### src/rtl/ristretto_mem_arbiter.sv
// rtl/ristretto_mem_arbiter.sv - three-way (I/R/W) arbiter onto one single-outstanding memory bus
// Optional RISTRETTO_MEM_ARB_RR_EN selects round-robin instead of fixed priority with I starvation guard.
module ristretto_mem_arbiter #(
    parameter int DataWidth   = 32,
    parameter int AddrWidth   = 32,
    parameter int StarveLimit = 4
) (
    input  logic                   clk_i,
    input  logic                   rstn_i,
    input  logic                   instr_req_i,
    input  logic [AddrWidth-1:0]   instr_addr_i,
    output logic                   instr_ready_o,
    output logic                   instr_valid_o,
    output logic [DataWidth-1:0]   instr_rdata_o,
    input  logic                   rdata_req_i,
    input  logic [AddrWidth-1:0]   rdata_addr_i,
    input  logic [DataWidth/8-1:0] rdata_strb_i,
    output logic                   rdata_ready_o,
    output logic                   rdata_valid_o,
    output logic [DataWidth-1:0]   rdata_data_o,
    input  logic                   wdata_req_i,
    input  logic [AddrWidth-1:0]   wdata_addr_i,
    input  logic [DataWidth-1:0]   wdata_data_i,
    input  logic [DataWidth/8-1:0] wdata_strb_i,
    output logic                   wdata_ready_o,
    output logic                   wdata_valid_o,
    output logic                   mem_req_o,
    output logic                   mem_we_o,
    output logic [AddrWidth-1:0]   mem_addr_o,
    output logic [DataWidth-1:0]   mem_wdata_o,
    output logic [DataWidth/8-1:0] mem_strb_o,
    input  logic                   mem_ready_i,
    input  logic                   mem_valid_i,
    input  logic [DataWidth-1:0]   mem_rdata_i,
    output logic [1:0]             arb_owner_o
);

    localparam int StrbWidth = DataWidth / 8;
    localparam logic [1:0] OwnNone = 2'd0;
    localparam logic [1:0] OwnI    = 2'd1;
    localparam logic [1:0] OwnR    = 2'd2;
    localparam logic [1:0] OwnW    = 2'd3;

    typedef enum logic [1:0] {IDLE, REQ, RESP} state_t;

    state_t                 state_q, state_d;
    logic [1:0]             owner_q, owner_d;
    logic [1:0]             winner;
    logic                   any_req, grant, accept, respond;
    logic [AddrWidth-1:0]   addr_q, lat_addr;
    logic [DataWidth-1:0]   wdata_q, lat_wdata;
    logic [StrbWidth-1:0]   strb_q, lat_strb;
    logic                   we_q, lat_we;

    assign any_req = instr_req_i | rdata_req_i | wdata_req_i;
    assign grant   = (state_q == IDLE) && any_req;
    assign accept  = (state_q == REQ) && mem_ready_i;
    assign respond = (state_q == RESP) && mem_valid_i;

`ifdef RISTRETTO_MEM_ARB_RR_EN
    // rr_ptr_q holds the owner code that has top priority at the next arbitration
    logic [1:0] rr_ptr_q;

    always_comb begin
        winner = OwnNone;
        case (rr_ptr_q)
            OwnR: begin
                if (rdata_req_i)      winner = OwnR;
                else if (wdata_req_i) winner = OwnW;
                else if (instr_req_i) winner = OwnI;
            end
            OwnW: begin
                if (wdata_req_i)      winner = OwnW;
                else if (instr_req_i) winner = OwnI;
                else if (rdata_req_i) winner = OwnR;
            end
            default: begin
                if (instr_req_i)      winner = OwnI;
                else if (rdata_req_i) winner = OwnR;
                else if (wdata_req_i) winner = OwnW;
            end
        endcase
    end

    always_ff @(posedge clk_i or negedge rstn_i) begin
        if (!rstn_i) begin
            rr_ptr_q <= OwnI;
        end else if (grant) begin
            rr_ptr_q <= (winner == OwnW) ? OwnI : winner + 2'd1;
        end
    end
`else
    localparam logic [3:0] StarveMax = 4'(StarveLimit);
    logic [3:0] starve_q;
    logic       force_i;

    assign force_i = instr_req_i && (starve_q == StarveMax);

    always_comb begin
        winner = OwnNone;
        if (force_i)          winner = OwnI;
        else if (rdata_req_i) winner = OwnR;
        else if (wdata_req_i) winner = OwnW;
        else if (instr_req_i) winner = OwnI;
    end

    // Counts arbitrations I lost while requesting; saturates at the limit
    always_ff @(posedge clk_i or negedge rstn_i) begin
        if (!rstn_i) begin
            starve_q <= 4'd0;
        end else if (grant && instr_req_i) begin
            if (winner == OwnI)            starve_q <= 4'd0;
            else if (starve_q != StarveMax) starve_q <= starve_q + 4'd1;
        end
    end
`endif

    always_comb begin
        lat_addr  = '0;
        lat_wdata = '0;
        lat_strb  = '0;
        lat_we    = 1'b0;
        case (winner)
            OwnI: begin
                lat_addr = instr_addr_i;
                lat_strb = '1;
            end
            OwnR: begin
                lat_addr = rdata_addr_i;
                lat_strb = rdata_strb_i;
            end
            OwnW: begin
                lat_addr  = wdata_addr_i;
                lat_wdata = wdata_data_i;
                lat_strb  = wdata_strb_i;
                lat_we    = 1'b1;
            end
            default: ;
        endcase
    end

    always_comb begin
        state_d = state_q;
        owner_d = owner_q;
        case (state_q)
            IDLE: if (any_req) begin
                state_d = REQ;
                owner_d = winner;
            end
            REQ: if (mem_ready_i) state_d = RESP;
            RESP: if (mem_valid_i) begin
                state_d = IDLE;
                owner_d = OwnNone;
            end
            default: begin
                state_d = IDLE;
                owner_d = OwnNone;
            end
        endcase
    end

    always_ff @(posedge clk_i or negedge rstn_i) begin
        if (!rstn_i) begin
            state_q <= IDLE;
            owner_q <= OwnNone;
            addr_q  <= '0;
            wdata_q <= '0;
            strb_q  <= '0;
            we_q    <= 1'b0;
        end else begin
            state_q <= state_d;
            owner_q <= owner_d;
            if (grant) begin
                addr_q  <= lat_addr;
                wdata_q <= lat_wdata;
                strb_q  <= lat_strb;
                we_q    <= lat_we;
            end
        end
    end

    // Bus payload is only presented while a request is outstanding
    assign mem_req_o   = (state_q == REQ);
    assign mem_we_o    = mem_req_o & we_q;
    assign mem_addr_o  = mem_req_o ? addr_q  : '0;
    assign mem_wdata_o = mem_req_o ? wdata_q : '0;
    assign mem_strb_o  = mem_req_o ? strb_q  : '0;
    assign arb_owner_o = owner_q;

    assign instr_ready_o = accept && (owner_q == OwnI);
    assign rdata_ready_o = accept && (owner_q == OwnR);
    assign wdata_ready_o = accept && (owner_q == OwnW);
    assign instr_valid_o = respond && (owner_q == OwnI);
    assign rdata_valid_o = respond && (owner_q == OwnR);
    assign wdata_valid_o = respond && (owner_q == OwnW);
    assign instr_rdata_o = instr_valid_o ? mem_rdata_i : '0;
    assign rdata_data_o  = rdata_valid_o ? mem_rdata_i : '0;

endmodule
### config.mk
export PLATFORM = sky130hd
export DESIGN_NAME = ristretto_mem_arbiter
export DESIGN_NICKNAME = d
export VERILOG_FILES = /design/src/rtl/ristretto_mem_arbiter.sv
export SDC_FILE = /design/constraint.sdc
export NUM_CORES = 1
export LEC_CHECK = 0
export ABC_AREA = 1
export CAP_MARGIN = 10
export CORE_AREA = 2 2 122 124
export CTS_BUF_LIST = sky130_fd_sc_hd__clkbuf_8
export DETAILED_ROUTE_END_ITERATION = 8
export DIE_AREA = 0 0 124 126
export MAX_ROUTING_LAYER = met4
export PLACE_DENSITY = 0.79
export SLEW_MARGIN = 20
export SYNTH_ARGS = -nofsm -noshare
export SYNTH_HDL_FRONTEND = slang
export SYNTH_SLANG_ARGS = --single-unit
### constraint.sdc
create_clock -name clk_i -period 1.9 [get_ports clk_i]
set_clock_uncertainty 0.1 [all_clocks]
set_input_delay 0.285 -clock clk_i [delete_from_list [all_inputs] [get_ports clk_i]]
set_output_delay 0.285 -clock clk_i [all_outputs]
set_load 0.02 [all_outputs]
# --- Word-level counts from Yosys, hierarchy flattened ---
# Cells that the tools add are included.
totals:
  reg_bits: 77
  inputBits: 175
  out_inout_bits: 142
classes:
  n_addsub: 1
  eq_ne: 13
  muxes: 21
  bitwise: 4
  reduce_logical: 16
ops:
  columns: ["cell", "count"]
  rows:
  - ["$mux 32", 5]
  - ["$pmux 32 s3", 1]
  - ["$mux 2", 7]
  - ["$mux 4", 3]
  - ["$pmux 2 s3", 2]
  - ["$pmux 4 s3", 1]
  - ["$logic_and 1x1->1", 11]
  - ["$eq 2x2->1 const B", 5]
  - ["$eq 2x1->1 const B", 3]
  - ["$reduce_and 3->1", 2]
  - ["$add 4x1->4 const B", 1]
  - ["$eq 4x3->1 const B", 1]
  - ["$ne 2x2->1 const B", 2]
  - ["$ne 4x3->1 const B", 1]
  - ["$logic_not 2->1", 1]
  - ["$mux 1", 2]
  - ["$ne 2x1->1 const B", 1]
  - ["$or 1x1->1", 2]
  - ["$reduce_and 2->1", 1]
  - ["$reduce_bool 2->1", 1]
  - ["$and 1x1->1", 1]
  - ["$not 1->1", 1]

# --- Logic depth before layout (Yosys ltp) ---
# Gate-level depths: netlist (run 1).
depth:
  word_depth: 7
  ltp_mapped: 11
  mapped_depth_nobuf: 10

# --- Least setup slack after synthesis (run 1) ---
# Ideal clock, no wire load.
synth_path:
  path_type: "reg-to-output"
  startpoint: "reg owner_q[1], in the netlist arb_owner_o[1]"
  endpoint: "out instr_rdata_o[10]"
  arrival_ps: 1615
  slack_ps: -100
  path_stages_with_launch: 7
  n_path_buf: 1
  cell_sequence: "dfrtp_1 inv_1 nand2_1 nor2_1 inv_2 clkbuf_1 nor2_1"
synth_via:
  elab_chain_len: 3
synth_lines:
  columns: ["item", "line", "source"]
  rows:
  - ["start: declaration", "47", "logic [1:0] owner_q, owner_d;"]
  - ["start signal: assignment", "165", "owner_q <= OwnNone;"]
  - ["start signal: assignment", "172", "owner_q <= owner_d;"]
  - ["$eq 2x1->1", "193", "assign instr_valid_o = respond && (owner_q == OwnI);"]
  - ["$logic_and 1x1->1", "193", null]
  - ["via instr_valid_o", "13", "output logic instr_valid_o,"]
  - ["$mux 32", "196", "assign instr_rdata_o = instr_valid_o ? mem_rdata_i : '0;"]
  - ["end: declaration", "14", "output logic [DataWidth-1:0] instr_rdata_o,"]
# The timed path passes the listed nets, and every way through them passes these cells.

# --- Worst setup path in the final report (run 1) ---
layout_path:
  startpoint: "reg state_q[1]"
  endpoint: "out instr_rdata_o[3]"
layout_via:
  elab_chain_len: 4
layout_lines:
  columns: ["item", "line", "source"]
  rows:
  - ["start: declaration", "46", "state_t state_q, state_d;"]
  - ["start signal: assignment", "171", "state_q <= state_d;"]
  - ["$eq 2x2->1", "58", "assign respond = (state_q == RESP) && mem_valid_i;"]
  - ["$logic_and 1x1->1", "58", null]
  - ["$logic_and 1x1->1", "193", null]
  - ["$mux 32", "196", null]
# No other way between the ends.

==> flow_metrics.env, run 1 <==
export IMPL_viasPerCell=5.019
export IMPL_gp_congestion=0.8472
export IMPL_netSwitchingPower_uw=6211
export IMPL_fin_nets=1281
export IMPL_combPwrFrac_pct=68.3
export IMPL_syn_area_per_cell_um2=6.649
export IMPL_synth_top_family_by_area="simple AND/OR/NAND/NOR gates"
export IMPL_design_die_area_um2=15620
export IMPL_p_int_uw=7199
export IMPL_synth_simple_area_share_pct=37.66
export IMPL_ioPinCount=317
export IMPL_routedWlPerCell_um=16.95
export IMPL_synthTopCellsByCount="nor2_1, inv_1, nand2_1"
export IMPL_finalSetupViolCount=134
export IMPL_die_h_um=126
export IMPL_yosysMostFrequentCell="nor2_1"
export IMPL_cts_root_buf="clkbuf_8"
export IMPL_synthMuxAreaShare_pct=0
export IMPL_crit_type="reg2out"
export IMPL_drv_cap=0
export IMPL_drive_gt1_share_pct=30.03
export IMPL_yosysWarnings=0
export IMPL_path_max_fanout=32
export IMPL_post_route_period_util_pct=106.6
export IMPL_antenna_found_initial=0
export IMPL_synth_compound_area_share_pct=7.396
export IMPL_synth_nets=953
export IMPL_htreeDepth=3
export IMPL_powerDensity_nw_per_um2=1370
export IMPL_post_dp_hpwl_um=13580
export IMPL_routed_wl_um=21910
export IMPL_ys_async_sr_fraction_pct=100.0
export IMPL_synthesis_area_um2=5160
export IMPL_status="finished, violations left"
export IMPL_initial_core_util_pct=36.05
export IMPL_drv_slew=0
export IMPL_cp_required_ns=1.51
export IMPL_violations="setup timing"
export IMPL_worst_pin_slew_ns=0.3660
export IMPL_firstDrtPassIters=5
export IMPL_worst_r2r_path_depth=9
export IMPL_final_antenna_net_count=0
export IMPL_slew_limit_headroom_pct=75.60
export IMPL_leakage_uw=0.004775
export IMPL_port_buffers=316
export IMPL_setup_ws_ns=-0.1261
export IMPL_arrival_ns=1.64
export IMPL_dp_slack_ns=-0.5971
export IMPL_core_um2=14310
export IMPL_ir_drop_v=0.0005749
export IMPL_min_delay_path_class="in2async"
export IMPL_synthCells=776
export IMPL_cts_tree="done"
export IMPL_cts_made_buffers=9
export IMPL_cts_num_sinks=77
export IMPL_die_w_um=124
export IMPL_max_freq_mhz=493.6
export IMPL_cp_end_kind="output pin"
export IMPL_synth_xor_area_share_pct=0.1697
export IMPL_yosys_area_top_type="dfrtp_1"
export IMPL_synth_edf_count=0
export IMPL_grt_usage_pct=23.48
export IMPL_num_vias=6490
export IMPL_clk_latency_ns=0.36
export IMPL_overflow=0
export IMPL_n_antenna_cell=0
export IMPL_row_count=44
export IMPL_syn2layout_area_growth_pct=89.65
export IMPL_grt_pass1_wl_um=28370
export IMPL_synthAdderAreaFrac_pct=0.4850
export IMPL_drtIter0Drc=406
export IMPL_cts_path_max_buffers=2
export IMPL_synthTopCellsByArea="dfrtp_1, nor2_1, inv_1, nand4_1, nand2_1"
export IMPL_synth_ff_type="dfrtp_1"
export IMPL_synth_top_area_share_pct=37.34
export IMPL_drc_errors=0
export IMPL_switching_share_pct=46.32
export IMPL_grt_pass1_vias=5682
export IMPL_rsz0062_at_grt="yes"
export IMPL_hold_viol=0
export IMPL_ys_ff_latch=77
export IMPL_p_seq_share_pct=21.1
export IMPL_grt_max_degree=40
export IMPL_yosysSeqAreaShare_pct=37.34
export IMPL_p_clk_share_pct=10.6
export IMPL_clk_pin_slew_ns=0.09
export IMPL_fin_setup_tns_ns=-6.440
export IMPL_ys_types=26
export IMPL_critPathLaunchType="flip-flop"
export IMPL_timing_final_crit_period_ns=2.026
export IMPL_holdWs_ns=0.2808
-- per-stage QoR --
stage / instance area (um2) / cells / utilization, % / total power, uW
global placement: 8707 / 1261 / 60.83 / 9145
CTS: 8499 / 1283 / 59.38 / 10560
global route: 9786 / 1293 / 68.37 / 14200
finish: 9786 / 1293 / 68.37 / 13410
detailed placement: 8707 / 1261 / 60.83 / 9302
floorplan: 5165 / 776 / - / 6524
-- final timing paths --
check	startpoint	slack, ns	to
min in group clk_i	wdata_data_i[6]	0.38	wdata_q[6]
worst min-delay path	rstn_i	0.28	wdata_q[9]
worst max-delay path	state_q[1]	-0.13	instr_rdata_o[3]
worst max register to register	starve_q[0]	0	wdata_q[23]
worst min register to register	addr_q[11]	0.41	addr_q[11]
max in group asynchronous	rstn_i	0.84	addr_q[7]
-- sequential cells by signal (all words and copies together), names as in the netlist --
name and flops:
addr_q 32, arb_owner_o 2, starve_q 4, state_q 2, strb_q 4, wdata_q 32
we_q 1
-- repair_timing --
action                     in CTS  in global routing
hold endpoints to repair       24                  0
buffers inserted                4                  2
hold buffers                    1                  0
setup endpoints to repair     140                166
pin swaps                       1                  3
gates cloned                    1                  8
resized for setup             617                326
-- routing by layer --
| metal | wire [um] | vias to the layer above | track usage [%] |
|---|---|---|---|
| met5 | 0 | - | - |
| met2 | 11050 | 346 | 39.30 |
| met3 | 1910 | 69 | 5.525 |
| met4 | 777 | 0 | 7.138 |
| li1 | - | 3064 | - |
| met1 | 8173 | 3011 | 27.85 |
-- cell families (layout without fill, tap and decap cells) --
| kind of cell | after synthesis | after routing |
|---|---|---|
| adders and majority gates | 2 | 2 |
| and+or+nand+nor | 447 | 447 |
| DFF | 77 | 77 |
| buffers and inverters | 207 | 540 |
| AOI/OAI and AO/OA | 42 | 42 |
| xor gates and xnor gates | 1 | 1 |
-- cell usage in the layout, fill, tap and decap left out, types with 5 or more instances in the layout --
| cell | Yosys | final |
|---|---|---|
| buf_12 | 0 | 16 |
| buf_4 | 11 | 97 |
| buf_6 | 3 | 72 |
| clkbuf_16 | 0 | 6 |
| clkbuf_8 | 0 | 9 |
| clkdlybuf4s50_1 | 0 | 175 |
| dfrtp_1 | 77 | 77 |
| inv_1 | 146 | 145 |
| inv_2 | 7 | 5 |
| nand2_1 | 84 | 81 |
| nand2_2 | 2 | 5 |
| nand3_1 | 40 | 39 |
| nand4_1 | 72 | 72 |
| nor2_1 | 241 | 160 |
| nor2_2 | 2 | 11 |
| nor2_4 | 1 | 73 |
| o21ai_1 | 5 | 5 |
| o22ai_1 | 13 | 13 |
| o22ai_2 | 20 | 20 |
-- power groups by stage --
stage | Clock [uW] | Combinational (uW) | Sequential [uW]
after floorplan | 0 | 3790 | 2730
after global placement | 0 | 6400 | 2740
after detailed placement | 0 | 6500 | 2800
after CTS | 1450 | 6340 | 2770
after global routing | 1530 | 9770 | 2900
final | 1420 | 9150 | 2830
-- area by class of cell --
cell class / count / area, um2
repair buffers: 371 / 3850
flip-flops and latches: 77 / 1927
inverters: 153 / 590.6
fillers: 1118 / 4528
multi-input cells: 492 / 2965
clock inverters: 7 / 98.84
well taps: 184 / 230.2
clock buffers: 9 / 123.9
-- critical path: stages, from the launching register on --
cell     delay, ns
dfrtp_1       0.44
buf_6         0.14
nand3_4       0.10
nor2_4        0.17
inv_8         0.11
nor2_1        0.15
buf_4         0.17
Note: power is estimated with default switching activity, not from simulation.
==> run 2: changes to the inputs <==
Settings changed: SLEW_MARGIN 20 to default.
==> results of run 2 <==
The final DEF is identical to that of run 1; final timing and power are the same.
==> edit (flow settings as in run 2) <==
`AddrWidth`: 32 -> 24.
--- a/src/rtl/ristretto_mem_arbiter.sv
+++ b/src/rtl/ristretto_mem_arbiter.sv
@@ -2,7 +2,7 @@
 // Optional RISTRETTO_MEM_ARB_RR_EN selects round-robin instead of fixed priority with I starvation guard.
 module ristretto_mem_arbiter #(
     parameter int DataWidth   = 32,
-    parameter int AddrWidth   = 32,
+    parameter int AddrWidth   = 24,
     parameter int StarveLimit = 4
 ) (
     input  logic                   clk_i,
Ports: changed (resized instr_addr_i, mem_addr_o, rdata_addr_i and wdata_addr_i); port bits go from 317 to 285. No check against the original RTL was run, so the function may have changed too.
==> edit against run 2 <==
  * The flow still finishes with violations (setup timing)
  * Sequential power down 13%
  * Area after synthesis fell by 13%
  * Power is 26% lower
  * Highest routed layer unchanged
  * Sequential share of layout area increased by 1.0 points
  * Largest power group unchanged
  * Worst setup slack got worse by 3.2 ps
  * Design area decreased by 15%
  * Count of clock-buffer cells in the layout up 1
  * Wire length fell by 17%
  * Sequential cell count down 8
  * Clock power down 13%
  * Critical path type unchanged
  * Utilization down 10 points
==> edit: results (changes against run 2) <==
metric,value,unit,change
outcome,finished with violations,,
violations,setup timing,,
clockBufferDepth,2,,unchanged
grt_use_met1,26.1,%,-1.7 points
vias,5502,,-15%
num_antenna_cells,0,,unchanged
wl,18100,µm,-17%
num-fill-cells,1330,,+19%
yosys-top-cells-count,"nor2_1, inv_1, dfrtp_1",,
syn_area_per_cell,6.63,µm²,-0.33%
dp_hpwl,12700,µm,-6.6%
setup_viol_count_final,72,,-46%
synth_nets,833,,-13%
first_pass_iters,5,,unchanged
crit_start,state_q[0],,
reg2reg_from,state_q[1],,
drt-met1-wl,7270,µm,-11%
setup_slack,-129,ps,-3.21 ps
io_buffers,284,,-10%
synthArstFlopShare,100,%,unchanged
crit_end,rdata_data_o[1],,
grt_use_met3,6.66,%,+1.1 points
pre_cts_ws,-572,ps,+24.7 ps
path_clk_slew,80,ps,
drive_above_1_share,27.5,%,-2.5 points
critPathMaxFanout,8,,-75%
drt_first_iter_violations,321,,-21%
synthDistinctLibCells,24,,-7.7%
top_layer,met4,,
cts-root-buf,clkbuf_8,,
rr_worst_depth,7,,-2
ys_top_cells_by_area,"dfrtp_1, nor2_1, inv_1",,
met2_length,9150,µm,-17%
max-slew-margin-rel,78.7,%,+3.1 points
overflow,0,,unchanged
place_congestion,0.825,,-2.6%
wl_met3,1470,µm,-23%
hp-class,in2async,,
clock_latency,360,ps,about the same
arrival,1640,ps,about the same
grt_pass1_vias,4925,,-13%
ys_seq_area_share,38.3,%,+0.97 points
grt_use_met2,34.4,%,-4.9 points
ir_drop,0.000493,V,-14%
ff2ff_setup_slack,140,ps,+140 ps
wl_per_cell,15.4,µm,-8.9%
yosysWarnings,0,,unchanged
grtUsageTotal,21.2,%,-2.3 points
ys.flop_type,dfrtp_1,,
grt_pass1_wl,25100,µm,-11%
p_leak,4.23,nW,-11%
place_area,0.00782,mm²,-10%
reg_top3,"wdata_q: 32 flops, addr_q: 24 flops",,
dp.cells,1148,,-9.0%
grt_max_degree,36,,-10%
cts_made_buffers,9,,unchanged
cts.htree.levels,3,,unchanged
r2r-end,wdata_q[10],,
edit: repair_timing:
| item | 4_1_cts | 5_1_grt |
|---|---|---|
| gates resized for setup | 594 | 199 |
| endpoints found under the hold margin | 46 | 0 |
| buffers inserted | 1 | 1 |
| pin swaps | 3 | 3 |
| cloned | 0 | 6 |
| endpoints found under the setup margin | 133 | 134 |
| hold buffers | 1 | 0 |
edit: logic make-up after synthesis:
group	Yosys count	share of synthesized area (%)
adder cells (fa/ha/maj)	2	0.555
AND/OR/NAND/NOR	375	36.0
XOR/XNOR	1	0.194
buffers and inverters	191	19.2
flip-flops	69	38.3
AO/OA/AOI/OAI	42	5.69
edit: through the flow:
| stage | util [%] | TNS, ps | hold WS, ps |
|---|---|---|---|
| 5_1_grt | 58.3 | -15020 | 233 |
| 3_3_place_gp | 54.6 | -37860 | 67.3 |
| 2_1_floorplan | - | -1140 | -111 |
| 4_1_cts | 53.9 | -6800 | 215 |
| 3_5_place_dp | 54.6 | -41280 | 64.5 |
| 6_report | 58.3 | -4230 | 230 |
edit: power breakdown:
group          switching (mW)  total (mW)  internal, mW
Clock                   0.599        1.24         0.639
Combinational            3.51        6.19          2.68
Sequential              0.298        2.47          2.17
edit: critical path, cell delays in order, from the launching register on:
cell,delay [ps]
dfrtp_1,400
inv_2,120
nand3_4,110
nor2_4,120
inv_4,70
clkbuf_16,180
nor2_2,120
buf_4,150
edit: final cells by class:
class                      count  area share [%]
clock buffer                  10            1.65
clock inverter                 6           0.765
inverter                     145            6.65
multi-input combinational    420            26.8
sequential                    69            20.7
tap                          184            2.76
timing repair buffer         339            40.6
